`src/rtl/median_filter_engine_if.sv`:
```
`default_nettype none
// ============================================================================
// median_filter_engine_if : control and pixel-memory bus of the median engine
// Rev 1.0 - initial release
// ============================================================================
interface median_filter_engine_if;
  logic        Mf_Start;
  logic        Mf_Busy;
  logic        Mf_Done;
  logic        Mf_Rd_En;
  logic [31:0] Mf_Rd_Addr;
  logic [23:0] Mf_Rd_Data;
  logic        Mf_Wr_En;
  logic [31:0] Mf_Wr_Addr;
  logic [23:0] Mf_Wr_Data;

  // Engine side: the sole master of the memory read and write ports.
  modport master (
    input  Mf_Start,
    input  Mf_Rd_Data,
    output Mf_Busy,
    output Mf_Done,
    output Mf_Rd_En,
    output Mf_Rd_Addr,
    output Mf_Wr_En,
    output Mf_Wr_Addr,
    output Mf_Wr_Data
  );

  modport slave (
    output Mf_Start,
    output Mf_Rd_Data,
    input  Mf_Busy,
    input  Mf_Done,
    input  Mf_Rd_En,
    input  Mf_Rd_Addr,
    input  Mf_Wr_En,
    input  Mf_Wr_Addr,
    input  Mf_Wr_Data
  );
endinterface
`default_nettype wire

```
`src/rtl/median_filter_engine.sv`:
```
`default_nettype none
// ============================================================================
// median_filter_engine : per-channel 3x3 median filter over a 24-bit RGB frame
// Rev 1.0 - initial release
// ============================================================================
module median_filter_engine #(
  parameter int unsigned IMG_WIDTH  = 640,
  parameter int unsigned IMG_HEIGHT = 480,
  parameter logic [31:0] SRC_BASE   = 32'h0000_0000,
  parameter logic [31:0] DST_BASE   = 32'h0020_0000
) (
  input  wire logic              Mf_Clk,
  input  wire logic              Mf_Reset_n,
  median_filter_engine_if.master bus
);

  localparam int unsigned XW = $clog2(IMG_WIDTH);
  localparam int unsigned YW = $clog2(IMG_HEIGHT);
  localparam logic [XW-1:0] X_LAST = XW'(IMG_WIDTH - 1);
  localparam logic [YW-1:0] Y_LAST = YW'(IMG_HEIGHT - 1);

  typedef enum logic [2:0] {
    S_IDLE  = 3'd0,
    S_READ  = 3'd1,
    S_WAIT  = 3'd2,
    S_SORT  = 3'd3,
    S_WRITE = 3'd4,
    S_DONE  = 3'd5
  } state_t;

  typedef logic [8:0][23:0] win_t;

  state_t        state_q, state_d;
  logic [XW-1:0] x_q, x_d;
  logic [YW-1:0] y_q, y_d;
  logic [1:0]    row_q, row_d;
  logic [1:0]    col_q, col_d;
  logic [3:0]    sort_q, sort_d;
  logic          cap_en_q, cap_en_d;
  logic [3:0]    cap_slot_q, cap_slot_d;
  win_t          slot_q, slot_d;
  logic [31:0]   rd_addr_q;
  logic [31:0]   wr_addr_q;
  logic [23:0]   wr_data_q;

  logic          w_border;
  logic [1:0]    w_row;
  logic [1:0]    w_col;
  logic [3:0]    w_slot_sel;
  logic [31:0]   w_rd_idx;
  logic [31:0]   w_rd_pix_addr;
  logic [31:0]   w_wr_pix_addr;

  logic          w_busy;
  logic          w_done;
  logic          w_rd_en;
  logic [31:0]   w_rd_addr;
  logic          w_wr_en;
  logic [31:0]   w_wr_addr;
  logic [23:0]   w_wr_data;

  // One odd-even transposition pass; pairs within a pass are disjoint.
  function automatic win_t sort_pass(input win_t s, input logic odd);
    win_t r;
    r = s;
    for (int i = 0; i < 8; i++) begin
      if (odd == i[0]) begin
        for (int ch = 0; ch < 3; ch++) begin
          if (r[i][8*ch +: 8] > r[i+1][8*ch +: 8]) begin
            r[i][8*ch +: 8]   = s[i+1][8*ch +: 8];
            r[i+1][8*ch +: 8] = s[i][8*ch +: 8];
          end
        end
      end
    end
    return r;
  endfunction

  // Border pixels reuse the window path with the offset pinned to the centre.
  always_comb begin
    w_border      = (x_q == '0) || (x_q == X_LAST) || (y_q == '0) || (y_q == Y_LAST);
    w_row         = w_border ? 2'd1 : row_q;
    w_col         = w_border ? 2'd1 : col_q;
    w_slot_sel    = ({2'b00, w_row} * 4'd3) + {2'b00, w_col};
    w_rd_idx      = ((32'(y_q) + 32'(w_row) - 32'd1) * IMG_WIDTH)
                  + 32'(x_q) + 32'(w_col) - 32'd1;
    w_rd_pix_addr = SRC_BASE + (32'd3 * w_rd_idx);
    w_wr_pix_addr = DST_BASE + (32'd3 * ((32'(y_q) * IMG_WIDTH) + 32'(x_q)));
  end

  always_comb begin
    state_d    = state_q;
    x_d        = x_q;
    y_d        = y_q;
    row_d      = row_q;
    col_d      = col_q;
    sort_d     = sort_q;
    cap_en_d   = 1'b0;
    cap_slot_d = cap_slot_q;
    slot_d     = slot_q;
    w_busy     = 1'b0;
    w_done     = 1'b0;
    w_rd_en    = 1'b0;
    w_rd_addr  = rd_addr_q;
    w_wr_en    = 1'b0;
    w_wr_addr  = wr_addr_q;
    w_wr_data  = wr_data_q;

    if (cap_en_q) begin
      slot_d[cap_slot_q] = bus.Mf_Rd_Data;
    end

    case (state_q)
      S_IDLE: begin
        if (bus.Mf_Start) begin
          x_d     = '0;
          y_d     = '0;
          row_d   = 2'd0;
          col_d   = 2'd0;
          state_d = S_READ;
        end
      end

      S_READ: begin
        w_busy     = 1'b1;
        w_rd_en    = 1'b1;
        w_rd_addr  = w_rd_pix_addr;
        cap_en_d   = 1'b1;
        cap_slot_d = w_slot_sel;
        if (w_border || ((row_q == 2'd2) && (col_q == 2'd2))) begin
          row_d   = 2'd0;
          col_d   = 2'd0;
          state_d = S_WAIT;
        end else if (col_q == 2'd2) begin
          col_d = 2'd0;
          row_d = row_q + 2'd1;
        end else begin
          col_d = col_q + 2'd1;
        end
      end

      S_WAIT: begin
        w_busy  = 1'b1;
        sort_d  = 4'd0;
        state_d = w_border ? S_WRITE : S_SORT;
      end

      S_SORT: begin
        w_busy = 1'b1;
        slot_d = sort_pass(slot_q, sort_q[0]);
        sort_d = sort_q + 4'd1;
        if (sort_q == 4'd8) begin
          state_d = S_WRITE;
        end
      end

      S_WRITE: begin
        w_busy    = 1'b1;
        w_wr_en   = 1'b1;
        w_wr_addr = w_wr_pix_addr;
        w_wr_data = slot_q[4];
        state_d   = S_READ;
        if (x_q == X_LAST) begin
          x_d = '0;
          if (y_q == Y_LAST) begin
            state_d = S_DONE;
          end else begin
            y_d = y_q + 1'b1;
          end
        end else begin
          x_d = x_q + 1'b1;
        end
      end

      S_DONE: begin
        w_done  = 1'b1;
        state_d = S_IDLE;
      end

      default: begin
        state_d = S_IDLE;
      end
    endcase
  end

  always_ff @(posedge Mf_Clk) begin
    if (!Mf_Reset_n) begin
      state_q    <= S_IDLE;
      x_q        <= '0;
      y_q        <= '0;
      row_q      <= 2'd0;
      col_q      <= 2'd0;
      sort_q     <= 4'd0;
      cap_en_q   <= 1'b0;
      cap_slot_q <= 4'd0;
      slot_q     <= '0;
      rd_addr_q  <= 32'd0;
      wr_addr_q  <= 32'd0;
      wr_data_q  <= 24'd0;
    end else begin
      state_q    <= state_d;
      x_q        <= x_d;
      y_q        <= y_d;
      row_q      <= row_d;
      col_q      <= col_d;
      sort_q     <= sort_d;
      cap_en_q   <= cap_en_d;
      cap_slot_q <= cap_slot_d;
      slot_q     <= slot_d;
      rd_addr_q  <= w_rd_addr;
      wr_addr_q  <= w_wr_addr;
      wr_data_q  <= w_wr_data;
    end
  end

  assign bus.Mf_Busy    = w_busy;
  assign bus.Mf_Done    = w_done;
  assign bus.Mf_Rd_En   = w_rd_en;
  assign bus.Mf_Rd_Addr = w_rd_addr;
  assign bus.Mf_Wr_En   = w_wr_en;
  assign bus.Mf_Wr_Addr = w_wr_addr;
  assign bus.Mf_Wr_Data = w_wr_data;

endmodule
`default_nettype wire

```
`src/flat_wrapper.sv`:
```
// flat-port wrapper written by rule: the top's interface ports become plain ports
module median_filter_engine_flat 
#(
  parameter int unsigned IMG_WIDTH  = 640,
  parameter int unsigned IMG_HEIGHT = 480,
  parameter logic [31:0] SRC_BASE   = 32'h0000_0000,
  parameter logic [31:0] DST_BASE   = 32'h0020_0000
)
  (Mf_Clk, Mf_Reset_n, bus_Mf_Start, bus_Mf_Rd_Data, bus_Mf_Busy, bus_Mf_Done, bus_Mf_Rd_En, bus_Mf_Rd_Addr, bus_Mf_Wr_En, bus_Mf_Wr_Addr, bus_Mf_Wr_Data);
  median_filter_engine_if bus_i ();
  input  wire logic Mf_Clk;
  input  wire logic Mf_Reset_n;
  input wire logic [$bits(bus_i.Mf_Start)-1:0] bus_Mf_Start;
  input wire logic [$bits(bus_i.Mf_Rd_Data)-1:0] bus_Mf_Rd_Data;
  output wire logic [$bits(bus_i.Mf_Busy)-1:0] bus_Mf_Busy;
  output wire logic [$bits(bus_i.Mf_Done)-1:0] bus_Mf_Done;
  output wire logic [$bits(bus_i.Mf_Rd_En)-1:0] bus_Mf_Rd_En;
  output wire logic [$bits(bus_i.Mf_Rd_Addr)-1:0] bus_Mf_Rd_Addr;
  output wire logic [$bits(bus_i.Mf_Wr_En)-1:0] bus_Mf_Wr_En;
  output wire logic [$bits(bus_i.Mf_Wr_Addr)-1:0] bus_Mf_Wr_Addr;
  output wire logic [$bits(bus_i.Mf_Wr_Data)-1:0] bus_Mf_Wr_Data;
  assign bus_i.Mf_Start = bus_Mf_Start;
  assign bus_i.Mf_Rd_Data = bus_Mf_Rd_Data;
  assign bus_Mf_Busy = bus_i.Mf_Busy;
  assign bus_Mf_Done = bus_i.Mf_Done;
  assign bus_Mf_Rd_En = bus_i.Mf_Rd_En;
  assign bus_Mf_Rd_Addr = bus_i.Mf_Rd_Addr;
  assign bus_Mf_Wr_En = bus_i.Mf_Wr_En;
  assign bus_Mf_Wr_Addr = bus_i.Mf_Wr_Addr;
  assign bus_Mf_Wr_Data = bus_i.Mf_Wr_Data;
  median_filter_engine #(.IMG_WIDTH(IMG_WIDTH), .IMG_HEIGHT(IMG_HEIGHT), .SRC_BASE(SRC_BASE), .DST_BASE(DST_BASE)) u_core (.Mf_Clk(Mf_Clk), .Mf_Reset_n(Mf_Reset_n), .bus(bus_i));
endmodule
```
`config.mk`:
```
export PLATFORM = sky130hd
export DESIGN_NAME = median_filter_engine_flat
export DESIGN_NICKNAME = d
export VERILOG_FILES = /design/src/rtl/median_filter_engine_if.sv /design/src/rtl/median_filter_engine.sv /design/src/flat_wrapper.sv
export SDC_FILE = /design/constraint.sdc
export NUM_CORES = 2
export LEC_CHECK = 0
export BUFFER_PORTS_ARGS = -buffer_cell sky130_fd_sc_hd__buf_4
export CAP_MARGIN = 20
export CORE_UTILIZATION = 31
export CTS_CLUSTER_DIAMETER = 150
export DETAILED_ROUTE_END_ITERATION = 6
export SLEW_MARGIN = 20
export SYNTH_ARGS = -nofsm -noshare
export SYNTH_HDL_FRONTEND = slang
export SYNTH_SLANG_ARGS = --single-unit
```
`constraint.sdc`:
```
create_clock -name Mf_Clk -period 33.4 [get_ports Mf_Clk]
set_input_delay 0 -clock Mf_Clk [delete_from_list [all_inputs] [get_ports Mf_Clk]]
set_output_delay 0 -clock Mf_Clk [all_outputs]
set_load 0.03 [all_outputs]
```
== Yosys cells after proc, flatten, opt, wreduce, memory -nomap -nowiden ==
Cells that the tools add are included.

* Bits in writable memories: 0
* Logic and storage cells: 216
* Bits in latches: 0
* Memory bits (read-only): 0
* Memories kept: 0
* Input port bits: 27
* Output and inout bits: 92
* Bits in registers: 339

* $mul: 5
* Add/subtract/negate cells: 13
* Bitwise logic cells: 0
* Equal/unequal tests: 24
* Mux-type cells: 99
* Reduce and logical (&&, ||, !) cells: 25
* Magnitude comparators: 26
* Divide/modulo/power cells: 0
* Shift operators: 0

{| class="wikitable"
|+ Operators by type and width
! cell !! count
|-
| $mux 48 || 15
|-
| $mux 216 || 2
|-
| $mux 8 || 48
|-
| $bwmux 216 || 1
|-
| $gt 8x8->1 || 24
|-
| $demux 24 s4 || 1
|-
| $mul 2x32->32 const A || 2
|-
| $mux 32 || 2
|-
| $sub 32x1->32 const B || 2
|-
| $mux 24 || 2
|-
| $add 22x32->32 const A || 1
|-
| $add 32x10->32 || 1
|-
| $add 32x2->32 || 1
|-
| $mul 32x3->25 const B || 1
|-
| $mux 9 || 3
|-
| $reduce_and 3->1 || 8
|-
| $add 19x10->20 || 1
|-
| $mux 10 || 2
|-
| $ne 2x1->1 const B || 10
|-
| $pmux 10 s2 || 1
|-
| $mux 3 || 6
|-
| $pmux 9 s2 || 1
|-
| $pmux 3 s5 || 1
|-
| $mux 2 || 7
|-
| 31 further kinds || 49
|}

== Depth between registers and ports, before layout ==
* Depth after elaboration: 32
* Depth in mapped cells: 66
* Mapped depth without buffers: 60

== Worst setup path after synthesis ==
Ideal clock, no wire load.

* Path kind: reg-to-reg
* Start: reg u_core.slot_q[33] in the netlist's numbering
* End: reg u_core.slot_q[183] in the netlist's numbering
* Path buffers: 7
* Data required time: 33.264 ns
* Library setup time: 0.136 ns
* Stages on the path, launching flop included: 65
* Arrival: 13.175 ns
* Clock period less this slack: 13.311 ns
* Slack: 20.089 ns
* Path through: dfxtp_1 inv_1 ha_1 nor2b_1 o21a_1 o21a_1 o21ai_0 a221oi_2 mux2_2 ha_1 nor2b_1 o21a_1 o21ai_0 a21oi_1 o221ai_2 buf_2 mux2i_1 ha_1 (+29 left out) buf_2 mux2i_1 ha_1 and4_1 a221oi_2 buf_2 mux2i_1 ha_1 nor2b_1 o21a_1 o21a_1 o21a_1 o21a_1 o311ai_2 clkbuf_1 nand2b_1 o211ai_1 a31oi_1

* Cells in the longest elaborated chain, start to end: 32

{| class="wikitable"
|+ Ends and longest elaborated chain
! what !! RTL line !! RTL
|-
| start, declared || median_filter_engine.sv:41 || <nowiki>win_t slot_q, slot_d;</nowiki>
|-
| start signal, assigned || median_filter_engine.sv:209 || <nowiki>slot_q <= slot_d;</nowiki>
|-
| $gt 8x8->1 || median_filter_engine.sv:69 || <nowiki>if (r[i][8*ch +: 8] > r[i+1][8*ch +: 8]) begin</nowiki>
|-
| $mux 8 || median_filter_engine.sv:69 ||
|-
| $mux 48 || median_filter_engine.sv:67 || <nowiki>if (odd == i[0]) begin</nowiki>
|-
| $mux 48 || median_filter_engine.sv:113 || <nowiki>case (state_q)</nowiki>
|-
| $gt 8x8->1 || median_filter_engine.sv:69 ||
|-
| $mux 8 * || median_filter_engine.sv:69 ||
|-
| $mux 48 * || median_filter_engine.sv:67 ||
|-
| $mux 48 * || median_filter_engine.sv:113 ||
|-
| (+16 left out) || -- ||
|-
| $gt 8x8->1 * || median_filter_engine.sv:69 ||
|-
| $mux 8 * || median_filter_engine.sv:69 ||
|-
| $mux 48 * || median_filter_engine.sv:67 ||
|-
| $mux 48 * || median_filter_engine.sv:113 ||
|-
| $gt 8x8->1 || median_filter_engine.sv:69 ||
|-
| $mux 8 || median_filter_engine.sv:69 ||
|-
| $mux 48 * || median_filter_engine.sv:67 ||
|-
| $mux 216 * || median_filter_engine.sv:113 ||
|}

Every way passes the cells marked *; elsewhere a longest branch is shown, timed or not. The select of a mux whose other input is x is not followed.
A chain may end at the register's enable or synchronous reset.

== Worst setup path after layout ==
* Start: reg u_core.slot_q[33] in the netlist's numbering
* End: reg u_core.slot_q[176] in the netlist's numbering

The elaborated chain is that of the path after synthesis.

==> impl_summary.txt <==
----------------------------------------------------
[Place]
  Cell area after placement ... 0.0306 mm^2
  Sum of net half-perimeters after detailed placement ... about 58 mm
  Placer's final routability congestion estimate ... approximately 0.86
  IO buf count ... roughly 120
  Placed Instances ... 4,707

[Worst setup path]
  Data arrival at the endpoint of the critical path ... roughly 16 ns
  Crit path launch type ... register
  Crit end category ... register
  Slowest Stage Delay on Critical Path ... between 0.8 and 0.9 ns
  Crit path launch ... u_core.slot_q[33]$_SDFFE_PN0P_
  Setup crit end ... u_core.slot_q[176]$_SDFFE_PN0P_
  Number of cells on the worst reg-to-reg path ... between 60 and 70
  CP max-delay cell ... sky130_fd_sc_hd__o311ai_2
  Category of the critical setup timing path ... reg -> reg
  Req. time, crit path ... approximately 34 ns
  Setup slack, reg-to-reg ... 17.70 ns
  FF-to-FF End ... u_core.slot_q[176]$_SDFFE_PN0P_
  Maximum fanout along the worst path ... 24
  Cell mode on critical path ... sky130_fd_sc_hd__o21a_1
  Launch instance of the worst register-to-register path ... u_core.slot_q[33]$_SDFFE_PN0P_

[Route]
  Total via count after detailed routing ... roughly 25,000
  Number of iterations in the first detailed-routing pass ... 7
  Post-route met1 wirelength ... approximately 38 mm
  Top layer reached by signal wires ... met4
  Avg Vias per Cell ... 5.29
  Metal3 WL ... between 3 and 4 mm
  Drt total wl ... roughly 80 mm
  Antenna violation net count after detailed routing ... 0
  Detailed Route Iter0 Violations ... around 1,500
  Post-DR wirelength/cell ... ~17 um
  # DRC ... 0
  Metal2 WL ... about 36 mm

[STA]
  Final clock period utilization by the worst path ... 0.470
  Transition time at the pin with the least slew margin ... 1.10 ns
  Worst-case headroom to the max-slew limit ... 0.263
  Achievable clock frequency ... 63.7 MHz
  Worst clock skew ... ~0.04 ns
  Max-slew violation count ... 0
  Min Clock Period, post-route ... about 16 ns
  Unrepaired setup endpoints after global routing ... false
  Final hold violation count ... 0
  Final setup violation count ... 0
  Total negative slack ... 0 ns

[Worst hold path]
  Worst min-delay path class ... in -> reg

[Clocking]
  Buffer depth of the longest clock path ... 3
  Number of CTS-inserted buffers ... 45
  Clock root buffer ... sky130_fd_sc_hd__clkbuf_16
  Maximum level of the CTS H-tree ... 2
  Number of instances resized during post-cts repair ... 0
  Register clock-pin slew on the reported worst setup and hold paths ... ~0.060 ns
  TritonCTS sink count ... roughly 340
  CTS tree ... yes
  Clock latency at the later pin of the worst-skew pair ... roughly 0.63 ns

[GRT]
  Number of global-route vias before repair ... roughly 24,000
  Pin count of the biggest net entering global routing ... around 180
  Combined global-route utilization of all metal layers ... 0.168
  GR Overflow Total ... 0
  Global-route wire length before repair ... around 130 mm
  Number of antenna violations at the first check in global routing ... 0

[Run status]
  Status ... finished clean

[Layout]
  Non-filler instance count after layout ... about 4,800
  Antenna cells ... 0
  Design area ... between 0.03 and 0.04 mm^2
  Signed area change from the synthesized netlist to the final layout ... 13.4%
  Layout cell share with drive strength beyond 1 ... 0.0903
  Final layout net count ... between 3,000 and 4,000

[Logic synthesis]
  Synth area leader ... sky130_fd_sc_hd__dfxtp_1
  Cell types occupying the most area after synthesis ... sky130_fd_sc_hd__dfxtp_1 (24%), sky130_fd_sc_hd__ha_1 (16%), sky130_fd_sc_hd__mux2i_1 (5.6%)
  EDFF count, synth ... 0
  Number of warnings issued by yosys ... 0
  Main synth FF type ... sky130_fd_sc_hd__dfxtp_1
  Average cell area after synthesis ... ~8 um^2
  Portion of synthesized cell area occupied by the leading cell type ... 0.237
  Netlist cell types ... 92
  Share of the yosys chip area belonging to registers ... 0.237
  Count of state elements after synthesis ... 339
  Total standard cell area after synthesis ... between 0.02 and 0.03 mm^2
  FFs w/ async S/R, synth ... 0
  Post-Syn Instances ... around 3,600

[Job]
  Total of max-cap violations ... 0

[Pwr]
  Power Total ... approximately 1100 uW
  Cell internal pwr ... approximately 800 uW
  Switching power share of the total ... 0.302
  Switching Power ... 337 uW
  Clock power share ... 0.449
  Max IR drop VDD ... just under 40 uV
  Lkg Pwr ... around 0.015 uW
  Sequential share of power ... 0.376
  Combinational group share of total power ... 0.176
  PD cells ... between 30 and 40 mW/mm^2

[Floorplan]
  # IOs ... 119
  Core Region ... 0.0917 mm^2
  Initial cell density of the core ... 0.313
  Floorplan die width ... roughly 310 um
  Count of standard-cell rows ... between 100 and 150
  Area enclosed by the die boundary ... about 0.094 mm^2
  Die Y-Extent ... approximately 310 um

----------------------------------------------------
[power by group through the flow]
stage	registers [uW]	clock network, uW	logic, uW
floorplan	425	0	146
global placement	427	0	189
detailed placement	427	0	190
CTS	419	516	194
global route	420	532	216
finish	419	500	196
[cells in the mapped netlist, types with 48 or more instances]
cell and n:
sky130_fd_sc_hd__ha_1 363, sky130_fd_sc_hd__a21o_1 77, sky130_fd_sc_hd__inv_1 271, sky130_fd_sc_hd__and2_1 76, sky130_fd_sc_hd__o21a_1 57, sky130_fd_sc_hd__mux2i_1 159
sky130_fd_sc_hd__o211ai_1 99, sky130_fd_sc_hd__nor2_1 305, sky130_fd_sc_hd__o21ai_0 238, sky130_fd_sc_hd__o211a_1 73, sky130_fd_sc_hd__a22oi_1 50, sky130_fd_sc_hd__xnor2_1 75
sky130_fd_sc_hd__a211o_1 65, sky130_fd_sc_hd__nand2_1 237, sky130_fd_sc_hd__clkbuf_1 156, sky130_fd_sc_hd__a31oi_1 97, sky130_fd_sc_hd__a21oi_1 262, sky130_fd_sc_hd__nor2b_1 48
sky130_fd_sc_hd__dfxtp_1 339
[state kept, by name (all words and copies together) (netlist names)]
name / count
u_core.slot_q: 216
u_core.rd_addr_q: 32
u_core.wr_addr_q: 32
u_core.wr_data_q: 24
u_core.x_q: 10
u_core.y_q: 9
u_core.cap_slot_q: 4
u_core.sort_q: 4
u_core.state_q: 3
u_core.col_q: 2
u_core.row_q: 2
u_core.cap_en_q: 1
[routing by layer]
layer,vias up,track usage
li1,13017,-
met1,11838,0.220
met2,478,0.277
met3,152,0.0230
met4,0,0.0673
met5,-,0
[stage by stage]
step                      hold slack [ns]  setup slack [ns]   util
final                               0.345             17.70  0.354
after global routing                0.344             16.27  0.354
after CTS                           0.302             17.43  0.354
after detailed placement            0.436             17.51  0.334
after global placement              0.430             17.66  0.334
after floorplan                     0.266             20.09      -
[cell families after synthesis]
| logic type | synth area share |
|---|---|
| simple gates | 0.149 |
| flops | 0.237 |
| other cells | 0.000131 |
| compound gates | 0.282 |
| mux | 0.0650 |
| buf+inv | 0.0638 |
| xor+xnor | 0.0383 |
| fa+ha+maj | 0.165 |
[worst max-delay path, delay by kind of cell (launching register included)]
kind / cells / cell delay [ns]
AND/OR/NAND/NOR: 10 / 1.27
adder cells (fa/ha/maj): 8 / 2.21
multiplexers: 7 / 1.91
flip-flops: 1 / 0.37
AO/OA/AOI/OAI: 33 / 8.34
buffers and inverters: 5 / 1.45
[what timing repair did]
item | 4_1_cts | 5_1_grt
hold buffers | 26 | 0
hold endpoints to repair | 178 | 0
setup buffers | 0 | 0
[layout by cell type (no fill, tap or decap), types with 8 or more instances in the layout]
| cell | instances |
|---|---|
| sky130_fd_sc_hd__nor3_1 | 28 |
| sky130_fd_sc_hd__o211ai_1 | 99 |
| sky130_fd_sc_hd__clkinv_2 | 11 |
| sky130_fd_sc_hd__nor3b_1 | 9 |
| sky130_fd_sc_hd__nor2b_1 | 48 |
| sky130_fd_sc_hd__ha_1 | 363 |
| sky130_fd_sc_hd__nand2b_1 | 36 |
| sky130_fd_sc_hd__nand4_1 | 35 |
| sky130_fd_sc_hd__o211a_1 | 73 |
| sky130_fd_sc_hd__a211oi_1 | 44 |
| sky130_fd_sc_hd__xnor2_1 | 75 |
| sky130_fd_sc_hd__nor2_1 | 303 |
| sky130_fd_sc_hd__a211o_1 | 65 |
| sky130_fd_sc_hd__nand2_1 | 235 |
| sky130_fd_sc_hd__mux2i_1 | 159 |
| sky130_fd_sc_hd__fa_1 | 9 |
| sky130_fd_sc_hd__buf_4 | 152 |
| sky130_fd_sc_hd__mux2_2 | 24 |
| sky130_fd_sc_hd__and4_1 | 26 |
| sky130_fd_sc_hd__and3_1 | 21 |
| sky130_fd_sc_hd__a21oi_1 | 259 |
| sky130_fd_sc_hd__a221oi_2 | 13 |
| sky130_fd_sc_hd__clkbuf_16 | 45 |
| sky130_fd_sc_hd__and2_1 | 75 |
| sky130_fd_sc_hd__xor2_1 | 46 |
| sky130_fd_sc_hd__dlygate4sd3_1 | 26 |
| sky130_fd_sc_hd__a31oi_1 | 97 |
| sky130_fd_sc_hd__o31ai_1 | 14 |
| sky130_fd_sc_hd__inv_1 | 271 |
| sky130_fd_sc_hd__a22oi_1 | 50 |
| sky130_fd_sc_hd__o21ai_0 | 232 |
| sky130_fd_sc_hd__dfxtp_1 | 338 |
| sky130_fd_sc_hd__nand3_1 | 32 |
| sky130_fd_sc_hd__a21o_1 | 77 |
| sky130_fd_sc_hd__o21bai_1 | 14 |
| sky130_fd_sc_hd__o21a_1 | 57 |
| sky130_fd_sc_hd__clkbuf_8 | 11 |
| sky130_fd_sc_hd__a21oi_2 | 8 |
[worst min path at each step]
stage	startpoint	end	slack (ns)	depth (start not counted)
floorplan	bus_Mf_Rd_Data[16]	u_core.slot_q[40]$_SDFFE_PN0P_	0.27	2
CTS	bus_Mf_Rd_Data[14]	u_core.slot_q[206]$_SDFFE_PN0P_	0.30	4
global placement	bus_Mf_Rd_Data[23]	u_core.slot_q[215]$_SDFFE_PN0P_	0.43	3
global route	bus_Mf_Rd_Data[14]	u_core.slot_q[206]$_SDFFE_PN0P_	0.34	4
detailed placement	bus_Mf_Rd_Data[23]	u_core.slot_q[215]$_SDFFE_PN0P_	0.44	3
finish	bus_Mf_Rd_Data[14]	u_core.slot_q[206]$_SDFFE_PN0P_	0.34	4
[final cells by class]
class	count	area, um^2
clock inverter	20	230
fill	9546	59200
multi-input combinational	2753	20200
clock buffer	63	1300
inverter	274	1030
timing repair buffer	182	1460
tap	1186	1480
sequential	339	6790
No activity file was read; power rests on OpenSTA's default activity.
